==> src/rtl/restoring_divider8_pkg.sv <==
// Shared definitions for the restoring divider: default width, step-counter
// width and the FSM state encoding.
package restoring_divider8_pkg;

  localparam int DIV_WIDTH = 8;
  localparam int CNT_W     = $clog2(DIV_WIDTH + 1);

  localparam logic [1:0] ST_IDLE = 2'd0;
  localparam logic [1:0] ST_RUN  = 2'd1;
  localparam logic [1:0] ST_FIN  = 2'd2;

endpackage

==> src/rtl/restoring_divider8_sub_cla.sv <==
// Combinational W-bit subtractor x + ~y + 1 with full lookahead carries.
// cout = 1 means x >= y (no borrow).
module sub_cla #(
  parameter int W = 9
) (
  input  logic [W-1:0] x,
  input  logic [W-1:0] y,
  output logic [W-1:0] diff,
  output logic         cout
);

  logic [W-1:0] g;
  logic [W-1:0] p;
  logic [W:0]   c;

  assign g = x & ~y;
  assign p = x ^ ~y;

  // Carry into bit i as a flat sum of generate terms masked by propagate
  // products, with the constant carry-in of 1 as the final term.
  function automatic logic carry_into(input logic [W-1:0] gv,
                                      input logic [W-1:0] pv,
                                      input int i);
    logic c_acc;
    logic p_acc;
    c_acc = 1'b0;
    p_acc = 1'b1;
    for (int j = i - 1; j >= 0; j--) begin
      c_acc = c_acc | (p_acc & gv[j]);
      p_acc = p_acc & pv[j];
    end
    return c_acc | p_acc;
  endfunction

  for (genvar i = 0; i <= W; i++) begin : g_carry
    assign c[i] = carry_into(g, p, i);
  end

  assign diff = p ^ c[W-1:0];
  assign cout = c[W];

endmodule

==> src/rtl/restoring_divider8.sv <==
// Sequential unsigned restoring divider, one quotient bit per clock.
// Handshake: START is taken only in IDLE; DONE pulses once with Q/R/DZ valid, and they hold until the next accepted START.
module restoring_divider8
  import restoring_divider8_pkg::*;
#(
  parameter int WIDTH = DIV_WIDTH
) (
  input  logic             CLK,
  input  logic             RST,
  input  logic             START,
  input  logic [WIDTH-1:0] A,
  input  logic [WIDTH-1:0] B,
  output logic             BUSY,
  output logic             DONE,
  output logic [WIDTH-1:0] Q,
  output logic [WIDTH-1:0] R,
  output logic             DZ,
  output logic [1:0]       dbg_state
);

  logic [1:0]       state;
  logic [CNT_W-1:0] cnt;
  logic [WIDTH:0]   p;
  logic [WIDTH-1:0] b_reg;

  logic [WIDTH:0]   p_shift;
  logic [WIDTH:0]   t;
  logic             no_borrow;
  logic [WIDTH:0]   p_next;

  // Shift the dividend MSB (held in Q) into the partial remainder.
  assign p_shift = (p << 1) | (WIDTH + 1)'(Q[WIDTH-1]);

  sub_cla #(
    .W (WIDTH + 1)
  ) u_sub (
    .x    (p_shift),
    .y    ({1'b0, b_reg}),
    .diff (t),
    .cout (no_borrow)
  );

  assign p_next = no_borrow ? t : p_shift;

  always_ff @(posedge CLK or posedge RST) begin
    if (RST) begin
      state <= ST_IDLE;
      cnt   <= '0;
      p     <= '0;
      b_reg <= '0;
      Q     <= '0;
      R     <= '0;
      DZ    <= 1'b0;
    end else begin
      case (state)
        ST_IDLE: begin
          if (START) begin
            if (B != '0) begin
              b_reg <= B;
              p     <= '0;
              Q     <= A;
              cnt   <= CNT_W'(WIDTH);
              DZ    <= 1'b0;
              state <= ST_RUN;
            end else begin
              Q     <= '1;
              R     <= A;
              DZ    <= 1'b1;
              state <= ST_FIN;
            end
          end
        end
        ST_RUN: begin
          p   <= p_next;
          Q   <= {Q[WIDTH-2:0], no_borrow};
          cnt <= cnt - 1'b1;
          if (cnt == CNT_W'(1)) begin
            R     <= p_next[WIDTH-1:0];
            state <= ST_FIN;
          end
        end
        ST_FIN:  state <= ST_IDLE;
        default: state <= ST_IDLE;
      endcase
    end
  end

  assign BUSY      = (state == ST_RUN);
  assign DONE      = (state == ST_FIN);
  assign dbg_state = state;

endmodule

==> config.mk <==
export PLATFORM = sky130hd
export DESIGN_NAME = restoring_divider8
export DESIGN_NICKNAME = d
export VERILOG_FILES = /design/src/rtl/restoring_divider8_pkg.sv /design/src/rtl/restoring_divider8_sub_cla.sv /design/src/rtl/restoring_divider8.sv
export SDC_FILE = /design/constraint.sdc
export NUM_CORES = 1
export LEC_CHECK = 0
export CORE_MARGIN = 2
export CORE_UTILIZATION = 52
export DETAILED_ROUTE_END_ITERATION = 7
export PLACE_DENSITY = 0.87
export SYNTH_ARGS = -nofsm -noshare
export SYNTH_HDL_FRONTEND = slang
export SYNTH_SLANG_ARGS = --single-unit
==> constraint.sdc <==
create_clock -name CLK -period 2.65 [get_ports CLK]
set_clock_uncertainty 0.1 [all_clocks]
set_input_delay 0.265 -clock CLK [delete_from_list [all_inputs] [get_ports CLK]]
set_output_delay 0.265 -clock CLK [all_outputs]
set_load 0.05 [all_outputs]
==> impl_metrics.py <==
metrics = {
    "status": {
        "run_status": "finished, final reports clean",
    },
    "layout": {
        "layout.nets": 309,
        "postLayoutCellArea_um2": 2730,
        "layout.area.seq_um2": 976,
        "postLayoutCoreUtil_pct": 68.2,
        "multi_input_comb_area_um2": 1070,
        "flow.area_growth_from_synthesis_pct": 26.2,
        "n_antenna_cell": 0,
        "fillers": 315,
        "final_layout_size_suffix_gt1_share_pct": 10.7,
        "final_cells": 330,
    },
    "clock_tree": {
        "depth_of_the_cts_h_tree": 2,
        "ctsHoldBuffers": 0,
        "cts-root-buf": "sky130_fd_sc_hd__clkbuf_8",
        "clk_path_buf_depth": 2,
        "cts-resized-gates": 0,
        "cts_made_buffers": 5,
        "tritoncts": "built",
        "cts_num_sinks": 39,
        "clock_insertion_delay_worst_skew_ns": 0.29,
        "clk_pin_slew_ns": 0.07,
    },
    "critical_path": {
        "worst_path_max_delay_cell": "sky130_fd_sc_hd__dfrtp_1",
        "worstPathRequired_ns": 2.70,
        "largest_stage_delay_on_the_critical_path_ns": 0.42,
        "worst-path-max-fanout": 11,
        "critPathCaptureType": "flip-flop",
        "timing.critical_path.cells": "inv_1 > ha_1 > o211ai_1 > a21oi_2 > o31ai_4 > buf_4 > nor3_1 > a31oi_1 > a31oi_1",
        "worst-setup-path-type": "flip-flop to flip-flop",
        "crit_arrival_ns": 2.51,
        "crit_path_frequent_cell": "sky130_fd_sc_hd__a31oi_1",
        "critPathLaunchType": "flip-flop",
    },
    "routing": {
        "wire_length_per_cell_after_detailed_routing_um": 15.9,
        "drc": 0,
        "vias": 1889,
        "drc_marker_count_from_the_first_detailed_route_iteration": 108,
        "finalWirelength_um": 5250,
        "detail-route-antenna-nets": 0,
        "detailedRoute.firstPassIterationCount": 4,
        "vias_per_cell": 5.72,
    },
    "yosys": {
        "distinct_cell_type_count_of_the_synthesized_netlist": 44,
        "yosys-top-cells-area": "sky130_fd_sc_hd__dfrtp_1 (45%), sky130_fd_sc_hd__nand2_1 (6.9%), sky130_fd_sc_hd__ha_1 (6.4%), sky130_fd_sc_hd__o21ai_0 (4.6%), sky130_fd_sc_hd__nor2_1 (3.6%)",
        "ys_ff_latch": 39,
        "synth_sequential_area_ratio_pct": 45.2,
        "syn-mean-instance-area_um2": 9.31,
        "synthDominantAreaCellType": "sky130_fd_sc_hd__dfrtp_1",
        "synth_most_common_cell": "sky130_fd_sc_hd__nand2_1",
        "cell_area_after_technology_mapping_um2": 2160,
        "count_of_warnings_emitted_by_yosys": 0,
        "synth_async_sr_flop_share_pct": 100,
        "synth-main-ff-cell": "sky130_fd_sc_hd__dfrtp_1",
        "synth_top_cell_area_share_pct": 45.2,
        "synth_top_cells_by_count": "sky130_fd_sc_hd__nand2_1 (40), sky130_fd_sc_hd__dfrtp_1 (39), sky130_fd_sc_hd__nor2_1 (21)",
        "mappedNetlistNets": 262,
        "synth_enable_flop_cells": 0,
        "syn-instance-count": 232,
    },
    "sta": {
        "post-route-period-util_pct": 92.8,
        "hold_viol": 0,
        "timing.final.crit_period_ns": 2.46,
        "timing_worst_slew_pin_value_ns": 0.984,
        "clock.fmax_ghz": 0.406,
        "setup-tns-final_ns": 0,
        "grt_setup_unrepaired": "no",
        "slew-limit-headroom_pct": 33.9,
        "finalSetupViolations": 0,
        "report.final.slew_viol_count": 0,
    },
    "placed_design": {
        "post_dp_cell_area_um2": 2620,
        "placed_cells": 321,
        "gpl.final_weighted_congestion": 0.835,
        "port_buffers": 39,
        "hpwlAfterDp_um": 3810,
    },
    "floorplan": {
        "core_um2": 4000,
        "floorplan.rows": 23,
        "floorplan_die_area_um2": 4690,
        "initial_core_util_pct": 54.0,
        "die_height_um": 68.5,
        "io-pin-count": 40,
        "chipWidth_um": 68.5,
    },
    "global_route": {
        "grt_start_max_net_pins": 40,
        "grt_pass1_vias": 1859,
        "groute.usage.overall_pct": 25.7,
        "grt_pass1_wl_um": 8860,
        "gr-total-overflow": 0,
        "grt_antenna_before_repair": 0,
    },
    "worst_hold_path": {
        "min-delay-path-class": "primary input to asynchronous set/reset pin",
    },
    "flow_run": {
        "max_cap_violations": 0,
    },
}
final cells by class:
type                            instances  area share (%)
Timing Repair Buffer                   49            17.0
Multi-Input combinational cell        168            39.1
Tap cell                               50            2.29
Clock buffer                            8            3.67
Sequential cell                        39            35.8
Inverter                               16            2.20
cells in the final DEF, fill, tap and decap left out, drive strengths merged, types with 4 or more instances in the layout:
| cell | instances |
|---|---|
| inv | 15 |
| a21oi | 5 |
| clkdlybuf4s50 | 38 |
| nand2b | 4 |
| dfrtp | 39 |
| a31oi | 5 |
| ha | 11 |
| o31ai | 8 |
| clkbuf | 8 |
| nor4 | 4 |
| nor2 | 21 |
| nor3 | 12 |
| buf | 11 |
| o21ai | 23 |
| nand2 | 40 |
final timing paths:
path / from / to / slack, ns / cells past startpoint
min in group CLK: R[3] / R[3] / 0.40 / 1
min: RST / Q[5] / 0.30 / 3
min reg2reg: R[3] / R[3] / 0.40 / 1
max reg2reg: Q[7] / R[2] / 0.19 / 9
max in group asynchronous: RST / cnt[0] / 1.80 / 3
max: Q[7] / R[2] / 0.19 / 9
cell families after synthesis:
| group | Yosys count | synth area share (%) |
|---|---|---|
| AOI/OAI and AO/OA | 59 | 19.7 |
| xor gates and xnor gates | 5 | 2.03 |
| adders and majority gates | 11 | 6.37 |
| buffers and inverters | 25 | 5.50 |
| DFF | 39 | 45.2 |
| muxes | 4 | 1.91 |
| and+or+nand+nor | 89 | 19.3 |
per-layer routing:
| metal | vias to the layer above | wire (um) | GRT usage (%) |
|---|---|---|---|
| li1 | 901 | - | - |
| met1 | 923 | 2220 | 34.4 |
| met2 | 55 | 2720 | 42.5 |
| met3 | 10 | 247 | 4.44 |
| met4 | 0 | 67 | 7.50 |
| met5 | - | 0 | 0 |
critical path, delay by kind of cell (launching register included):
| family | cells | cell delay [ns] |
|---|---|---|
| DFF | 1 | 0.42 |
| AOI/OAI and AO/OA | 5 | 1.08 |
| adders and majority gates | 1 | 0.32 |
| and+or+nand+nor | 1 | 0.07 |
| buffers and inverters | 2 | 0.33 |
metrics by stage:
stage	worst slack, ns	hold WS [ns]
floorplan	0.0847	0.282
global placement	0.281	0.371
detailed placement	0.192	0.397
CTS	0.166	0.326
global route	0.0131	0.346
finish	0.190	0.303
timing repair:
item                                    4_1_cts  5_1_grt
hold endpoints to repair                      0        0
endpoints found under the setup margin        0        1
buffers inserted                              0        1
Power is left out: the tool's default activity adds up to more than one toggle a clock period on the data nets, which glitch-free logic cannot reach.
